==> src/rtl/rv_m_pkg.sv <==
// Shared RV32M definitions used by the multiply/divide sequencer.
// Contents:
//   - Decode match constants for the OP opcode with the M-extension funct7.
//   - funct3 encodings for the eight M-extension operations.
//   - The FSM state encoding.
//   - Helpers that report which operands are signed for a given funct3.
package rv_m_pkg;

   localparam int unsigned XLEN_DEF  = 32;
   localparam int unsigned CNT_W_DEF = 6;

   localparam logic [6:0] OPC_OP     = 7'b0110011;
   localparam logic [6:0] F7_MULDIV  = 7'b0000001;

   localparam logic [2:0] F3_MUL    = 3'b000;
   localparam logic [2:0] F3_MULH   = 3'b001;
   localparam logic [2:0] F3_MULHSU = 3'b010;
   localparam logic [2:0] F3_MULHU  = 3'b011;
   localparam logic [2:0] F3_DIV    = 3'b100;
   localparam logic [2:0] F3_DIVU   = 3'b101;
   localparam logic [2:0] F3_REM    = 3'b110;
   localparam logic [2:0] F3_REMU   = 3'b111;

   typedef enum logic [1:0] {
      ST_IDLE = 2'd0,
      ST_CALC = 2'd1,
      ST_FIX  = 2'd2,
      ST_DONE = 2'd3
   } mdu_state_e;

   // MUL only keeps the low half, which is identical signed or unsigned.
   function automatic logic signed_a(input logic [2:0] f3);
      return (f3 == F3_MULH) || (f3 == F3_MULHSU) || (f3 == F3_DIV) || (f3 == F3_REM);
   endfunction

   function automatic logic signed_b(input logic [2:0] f3);
      return (f3 == F3_MULH) || (f3 == F3_DIV) || (f3 == F3_REM);
   endfunction

   // A high-half multiply, or a remainder, is taken from the upper result word.
   function automatic logic sel_high(input logic [2:0] f3);
      return (f3 == F3_MULH) || (f3 == F3_MULHSU) || (f3 == F3_MULHU) ||
             (f3 == F3_REM) || (f3 == F3_REMU);
   endfunction

endpackage

==> src/rtl/mdu_sign_fix.sv <==
// Conditional two's-complement negate of a pair of words.
// The pair is handled in one of two modes:
//   - Independent (link_i=0): each word is negated on its own flag. This mode
//     produces the operand magnitudes and the quotient/remainder signs.
//   - Linked (link_i=1): {hi,lo} is treated as one 2W-bit value and negated
//     on neg_lo_i. This mode fixes the sign of a full product.
// Ports:
//   lo_i, hi_i          : input words
//   neg_lo_i, neg_hi_i  : negate flags
//   link_i              : select linked mode
//   lo_o, hi_o          : corrected words
module mdu_sign_fix #(
   parameter int unsigned W = 32
) (
   input  logic [W-1:0] lo_i,
   input  logic [W-1:0] hi_i,
   input  logic         neg_lo_i,
   input  logic         neg_hi_i,
   input  logic         link_i,
   output logic [W-1:0] lo_o,
   output logic [W-1:0] hi_o
);

   logic [2*W-1:0] wide_neg;

   assign wide_neg = (2*W)'(0) - {hi_i, lo_i};

   always_comb begin
      lo_o = lo_i;
      hi_o = hi_i;
      if (link_i) begin
         if (neg_lo_i) {hi_o, lo_o} = wide_neg;
      end else begin
         if (neg_lo_i) lo_o = W'(0) - lo_i;
         if (neg_hi_i) hi_o = W'(0) - hi_i;
      end
   end

endmodule

==> src/rtl/mdu_sequencer.sv <==
// Iterative RV32M multiply/divide unit that runs beside the ALU in EX.
// It works on operand magnitudes, one bit per cycle:
//   - Multiply uses a shift-add step.
//   - Divide uses a restoring step.
// A final sign-fix cycle restores the signs. Divide by zero and the signed
// overflow case bypass the iteration and complete one cycle after start.
// Ports:
//   clk, rst            : clock, synchronous active-high reset
//   start               : valid M-extension instruction in EX
//   funct3, rs1, rs2    : operation select and operands, sampled with start
//   flush               : abort the EX instruction
//   stall               : combinational pipeline hold request
//   done                : one-cycle result valid
//   result              : result word, zero unless done
module mdu_sequencer
   import rv_m_pkg::*;
#(
   parameter int unsigned XLEN  = XLEN_DEF,
   parameter int unsigned CNT_W = CNT_W_DEF
) (
   input  logic            clk,
   input  logic            rst,
   input  logic            start,
   input  logic [2:0]      funct3,
   input  logic [XLEN-1:0] rs1,
   input  logic [XLEN-1:0] rs2,
   input  logic            flush,
   output logic            stall,
   output logic            done,
   output logic [XLEN-1:0] result
);

   localparam logic [XLEN-1:0] INT_MIN = {1'b1, {(XLEN-1){1'b0}}};

   mdu_state_e        state_q;
   logic [CNT_W-1:0]  cnt_q;
   logic [2:0]        f3_q;
   logic [2*XLEN-1:0] acc_q;
   logic [XLEN-1:0]   opb_q;
   logic [XLEN-1:0]   res_q;
   logic              neg_q;
   logic              negr_q;

   logic            neg_a, neg_b;
   logic [XLEN-1:0] mag_a, mag_b;
   logic            div_zero, div_ovf;
   logic [XLEN-1:0] spec_res;
   logic [XLEN-1:0] fix_lo, fix_hi;

   // Operand magnitudes
   assign neg_a = signed_a(funct3) & rs1[XLEN-1];
   assign neg_b = signed_b(funct3) & rs2[XLEN-1];

   mdu_sign_fix #(.W(XLEN)) u_in_fix (
      .lo_i     (rs1),
      .hi_i     (rs2),
      .neg_lo_i (neg_a),
      .neg_hi_i (neg_b),
      .link_i   (1'b0),
      .lo_o     (mag_a),
      .hi_o     (mag_b)
   );

   // Divide special cases, resolved directly from the raw operands
   assign div_zero = funct3[2] & (rs2 == '0);
   assign div_ovf  = funct3[2] & ~funct3[0] & (rs1 == INT_MIN) & (rs2 == '1);
   always_comb begin
      spec_res = '0;
      if (div_zero)     spec_res = funct3[1] ? rs1 : '1;
      else if (div_ovf) spec_res = funct3[1] ? '0  : INT_MIN;
   end

   // Shift-add multiply step: add into the high half, then shift the whole register right
   logic [XLEN:0]     mul_sum;
   logic [2*XLEN-1:0] mul_next;
   assign mul_sum  = {1'b0, acc_q[2*XLEN-1:XLEN]} + {1'b0, opb_q};
   assign mul_next = acc_q[0] ? {mul_sum, acc_q[XLEN-1:1]} : {1'b0, acc_q[2*XLEN-1:1]};

   // Restoring divide step: high half is the partial remainder, low half shifts in quotient bits
   logic [XLEN:0]     div_rem_sh;
   logic              div_ge;
   logic [XLEN-1:0]   div_sub;
   logic [2*XLEN-1:0] div_next;
   assign div_rem_sh = acc_q[2*XLEN-1:XLEN-1];
   assign div_ge     = div_rem_sh >= {1'b0, opb_q};
   assign div_sub    = XLEN'(div_rem_sh - {1'b0, opb_q});
   assign div_next   = div_ge ? {div_sub, acc_q[XLEN-2:0], 1'b1} : {acc_q[2*XLEN-2:0], 1'b0};

   // Final sign correction: the full product is negated as one value, quotient and remainder separately
   mdu_sign_fix #(.W(XLEN)) u_out_fix (
      .lo_i     (acc_q[XLEN-1:0]),
      .hi_i     (acc_q[2*XLEN-1:XLEN]),
      .neg_lo_i (neg_q),
      .neg_hi_i (negr_q),
      .link_i   (~f3_q[2]),
      .lo_o     (fix_lo),
      .hi_o     (fix_hi)
   );

   // Sequencing FSM and iteration registers
   always_ff @(posedge clk) begin
      if (rst) begin
         state_q <= ST_IDLE;
         cnt_q   <= '0;
         f3_q    <= '0;
         acc_q   <= '0;
         opb_q   <= '0;
         res_q   <= '0;
         neg_q   <= 1'b0;
         negr_q  <= 1'b0;
      end else if (flush) begin
         state_q <= ST_IDLE;
         cnt_q   <= '0;
         res_q   <= '0;
      end else begin
         case (state_q)
            ST_IDLE: begin
               if (start) begin
                  f3_q   <= funct3;
                  opb_q  <= mag_b;
                  acc_q  <= {{XLEN{1'b0}}, mag_a};
                  neg_q  <= neg_a ^ neg_b;
                  negr_q <= neg_a;
                  if (div_zero | div_ovf) begin
                     res_q   <= spec_res;
                     cnt_q   <= '0;
                     state_q <= ST_DONE;
                  end else begin
                     cnt_q   <= CNT_W'(XLEN);
                     state_q <= ST_CALC;
                  end
               end
            end
            ST_CALC: begin
               acc_q <= f3_q[2] ? div_next : mul_next;
               cnt_q <= cnt_q - CNT_W'(1);
               if (cnt_q == CNT_W'(1)) state_q <= ST_FIX;
            end
            ST_FIX: begin
               res_q   <= sel_high(f3_q) ? fix_hi : fix_lo;
               state_q <= ST_DONE;
            end
            ST_DONE: begin
               res_q   <= '0;
               state_q <= ST_IDLE;
            end
            default: state_q <= ST_IDLE;
         endcase
      end
   end

   // A flush in the result cycle kills the done pulse as well as the hold request
   assign done   = (state_q == ST_DONE) & ~flush;
   assign result = done ? res_q : '0;
   assign stall  = ~flush & (((state_q == ST_IDLE) & start) |
                             (state_q == ST_CALC) | (state_q == ST_FIX));

endmodule

==> config.mk <==
export PLATFORM = sky130hd
export DESIGN_NAME = mdu_sequencer
export DESIGN_NICKNAME = d
export VERILOG_FILES = /design/src/rtl/rv_m_pkg.sv /design/src/rtl/mdu_sign_fix.sv /design/src/rtl/mdu_sequencer.sv
export SDC_FILE = /design/constraint.sdc
export NUM_CORES = 1
export LEC_CHECK = 0
export BUFFER_PORTS_ARGS = -buffer_cell sky130_fd_sc_hd__buf_4
export CAP_MARGIN = 10
export CORE_ASPECT_RATIO = 0.9
export CORE_UTILIZATION = 50
export CTS_CLUSTER_SIZE = 16
export DETAILED_ROUTE_END_ITERATION = 8
export PLACE_DENSITY = 0.75
export SYNTH_ARGS = -nofsm -noshare
export SYNTH_HDL_FRONTEND = slang
export SYNTH_SLANG_ARGS = --single-unit
==> constraint.sdc <==
create_clock -name clk -period 3.65 [get_ports clk]
set_input_delay 0.5475 -clock clk [delete_from_list [all_inputs] [get_ports clk]]
set_output_delay 0.5475 -clock clk [all_outputs]
set_load 0.03 [all_outputs]
==> results.md <==
* Async SR Flop Fraction at 0%
* Count leader, synth: sky130_fd_sc_hd__a21oi_1
* Max transition margin at 47.85%
* Initial antenna violation count at 0
* GRT overflow at 0
* Data arrival time at the worst-slack endpoint at 3950 ps
* Wirelength, routed at 51.97 mm
* Gate count after technology mapping at 1923
* Origin of the critical flop-to-flop path: acc_q[14]
* Critical Path Fanout Max at 7
* Status: completed
* Power share of the combinational group at 28.9%
* CTS tree: built
* Power Dens Cells at 316.2 nW/um^2
* Fillers at 2550
* Vias per cell at 6.492
* Kind of launch point of the worst setup path: flip-flop
* CTS max path bufs at 2
* R2r endpoint: res_q[23]
* Endpoints failing hold at 0
* Top post-synthesis cells by count: 197 x sky130_fd_sc_hd__a21oi_1, 180 x sky130_fd_sc_hd__nand2_1, 172 x sky130_fd_sc_hd__nor2_1
* Combined global-route utilization of all metal layers at 36.58%
* Number of nets with antenna violations after detailed routing at 0
* Worst-margin pin slew at 774.1 ps
* Count of buffers from port buffering at 104
* Worst endpoint required time at 4000 ps
* Top_reg_cell synth: sky130_fd_sc_hd__dfxtp_1
* Internal reg-to-reg setup slack at 50 ps
* Root cell of the clock tree: sky130_fd_sc_hd__clkbuf_16
* Die ar. at 28320 um^2
* Final max-slew violation count at 0
* Post-synthesis sequential area ratio at 20.42%
* Register clock-pin slew on the reported worst setup and hold paths at 70 ps
* Cell type with the largest total area after synthesis: sky130_fd_sc_hd__dfxtp_1
* Synthesized area at 13830 um^2
* Number of placed cells counting well taps at 2356
* Switching power total at 1.795 mW
* Post-CTS Hold Fix Bufs at 0
* Shortest clock period the worst path allows after layout at 3600 ps
* H-tree level count at 4
* Flops & latches, synth at 141
* Leakage Power at 6.547 nW
* Setup total negative slack at 0 ps
* Worst r2r path cells at 10
* Maximum number of pins on one net before global-route repair at 72
* Maximum vdd drop at 0.3481 mV
* DRC violations left at 0
* Post-route clock period utilization at 98.63%
* Worst Setup EP: res_q[23]
* Ports placed on the boundary at 105
* Post-synth EDFFs at 0
* Yosys warning total at 0
* Setup Crit Path Kind: flip-flop to flip-flop
* Average footprint of a synthesized cell at 7.190 um^2
* Wire length per cell after detailed routing at 21.76 um
* Clock latency of the later-clocked register in the worst-skew pair at 440 ps
* Antenna diode count at 0
* Total power draw at 5.058 mW
* Type of the tightest min-delay check: input port to flip-flop
* Number of nets in the synthesized netlist at 2071
* Largest cells by area after synthesis: sky130_fd_sc_hd__dfxtp_1 20%, sky130_fd_sc_hd__a21oi_1 7.1%, sky130_fd_sc_hd__ha_1 6.8%
* Internal power at 3.263 mW
* Number of vias in the routed layout at 15500
* Std cell rows at 57
* Total of endpoints with negative setup slack in the final report at 0
* Core Box Area at 27100 um^2
* Starting utilization of the core area at 51.02%
* Synth top area share at 20.42%
* Vias in the first global route at 14120
* Num Clock Sinks at 141
* Number of max-cap violations at 0
* First-pass GRT wire length at 80.49 mm
* Part of the total power dissipated in the clock network at 37.2%
* Final GP Congestion at 1.005
* RSZ-0062 raised after global routing: no
* Crit path from: acc_q[14]
* Switching share of power at 35.48%
* Cts bufs inserted at 17
* Number of distinct library cells after synthesis at 85
* Sequential Power Share at 33.9%
* DRC marker count from the first detailed-route iteration at 2160
* Max frequency at 277.8 MHz
* Synth-to-Final Area Change at 15.71%
* Estimated wirelength of the detail-placed design at 40.04 mm
* Finished Layout Cells at 2388
* Fraction of final layout cells with drive strength greater than 1 at 13.67%
* First-pass DRT Iterations at 6
* Die span in x at 177.3 um
* Type of destination of the critical path: flip-flop
* Worst Clk Skew at 14.24 ps
* DIE HEIGHT at 159.8 um
* Net count, final at 2169
placed cells by master (no fill, tap or decap), types with 10 or more instances in the layout:
| cell type | instances |
|---|---|
| sky130_fd_sc_hd__o31ai_1 | 28 |
| sky130_fd_sc_hd__o211ai_1 | 41 |
| sky130_fd_sc_hd__nor2b_1 | 13 |
| sky130_fd_sc_hd__nor3_1 | 44 |
| sky130_fd_sc_hd__nor2_1 | 168 |
| sky130_fd_sc_hd__xor2_1 | 89 |
| sky130_fd_sc_hd__and2_1 | 42 |
| sky130_fd_sc_hd__a21o_1 | 26 |
| sky130_fd_sc_hd__clkbuf_16 | 17 |
| sky130_fd_sc_hd__or4_1 | 11 |
| sky130_fd_sc_hd__xnor2_1 | 82 |
| sky130_fd_sc_hd__o21bai_1 | 11 |
| sky130_fd_sc_hd__a21oi_1 | 197 |
| sky130_fd_sc_hd__o21ai_1 | 19 |
| sky130_fd_sc_hd__a22o_1 | 12 |
| sky130_fd_sc_hd__nand2_1 | 180 |
| sky130_fd_sc_hd__a211oi_1 | 60 |
| sky130_fd_sc_hd__o21a_1 | 14 |
| sky130_fd_sc_hd__or3_1 | 17 |
| sky130_fd_sc_hd__and3_1 | 11 |
| sky130_fd_sc_hd__nor4_1 | 19 |
| sky130_fd_sc_hd__a31oi_1 | 22 |
| sky130_fd_sc_hd__o21ai_0 | 146 |
| sky130_fd_sc_hd__nand2b_1 | 10 |
| sky130_fd_sc_hd__nand4_1 | 24 |
| sky130_fd_sc_hd__a311oi_1 | 11 |
| sky130_fd_sc_hd__a221oi_1 | 10 |
| sky130_fd_sc_hd__inv_1 | 72 |
| sky130_fd_sc_hd__mux2i_1 | 45 |
| sky130_fd_sc_hd__dfxtp_1 | 140 |
| sky130_fd_sc_hd__buf_4 | 206 |
| sky130_fd_sc_hd__ha_1 | 74 |
| sky130_fd_sc_hd__nand3_1 | 33 |
registers in the layout (all words and copies together), names as in the netlist:
name,count
acc_q,64
negr_q,1
res_q,32
neg_q,1
opb_q,32
state_q,2
f3_q,3
cnt_q,6
critical path: stages (launching register included):
cell                       delay (ps)
sky130_fd_sc_hd__dfxtp_1          380
sky130_fd_sc_hd__or4_1            580
sky130_fd_sc_hd__or4b_4           520
sky130_fd_sc_hd__nor4_1           650
sky130_fd_sc_hd__buf_4            230
sky130_fd_sc_hd__and3_1           150
sky130_fd_sc_hd__o21ai_1          210
sky130_fd_sc_hd__nor2_1           220
sky130_fd_sc_hd__xnor2_1          160
sky130_fd_sc_hd__a21oi_1          150
sky130_fd_sc_hd__a211oi_1         260
metrics by stage:
step | hold slack, ps | cell area (um^2) | worst slack (ps) | util, %
5_1_grt | 404.4 | 16000 | 18.48 | 59.03
3_5_place_dp | 455.6 | 15390 | 25.27 | 56.77
4_1_cts | 375.8 | 16000 | 202.4 | 59.03
3_3_place_gp | 442.6 | 15390 | 164.4 | 56.77
6_report | 383.1 | 16000 | 50.08 | 59.03
2_1_floorplan | 436.1 | 13830 | 466.3 | -
how the worst min path moves through the flow:
| stage | start | end | slack [ps] | depth (start not counted) |
|---|---|---|---|---|
| floorplan | f3_q[1] | f3_q[1] | 440 | 2 |
| global placement | f3_q[1] | f3_q[1] | 440 | 2 |
| detailed placement | f3_q[1] | f3_q[1] | 460 | 2 |
| CTS | funct3[0] | f3_q[0] | 380 | 3 |
| global route | funct3[0] | f3_q[0] | 400 | 3 |
| finish | funct3[0] | f3_q[0] | 380 | 3 |
routing by layer:
layer	track usage (%)	share of wire, %
met1	54.30	44
met2	52.34	41
met3	8.571	13
met4	9.013	1.8
met5	0	0
what timing repair did:
item | CTS | global route
endpoints found under the setup margin | 0 | 1
resized for setup | 0 | 1
setup buffers | 0 | 0
kinds of logic (layout without fill, tap and decap cells):
logic type / after synthesis / in the layout / share of synthesized area (%)
adder cells (fa/ha/maj): 77 / 77 / 7.077
AND/OR/NAND/NOR: 615 / 615 / 21.48
buffers and inverters: 202 / 313 / 5.656
flip-flops: 141 / 141 / 20.42
XOR/XNOR: 171 / 171 / 10.83
AO/OA/AOI/OAI: 668 / 668 / 30.96
multiplexers: 49 / 49 / 3.584
final cells by class:
class                   count  area, um^2  area share [%]
clock buffers              18       429.2           2.683
clock inverters            14       181.4           1.134
repair buffers            208        1587           9.917
inverters                  73       274.0           1.713
well taps                 354       442.9           2.769
flip-flops and latches    141        2826           17.67
multi-input cells        1580       10260           64.12
power by group through the flow:
| stage | logic [mW] | clock network [mW] | registers, mW |
|---|---|---|---|
| after global placement | 1.39 | 0 | 1.74 |
| after floorplan | 0.968 | 0 | 1.69 |
| final | 1.46 | 1.88 | 1.71 |
| after global routing | 1.58 | 1.95 | 1.72 |
| after CTS | 1.42 | 1.88 | 1.71 |
| after detailed placement | 1.41 | 0 | 1.74 |
Power figures use the tool's default switching activity.
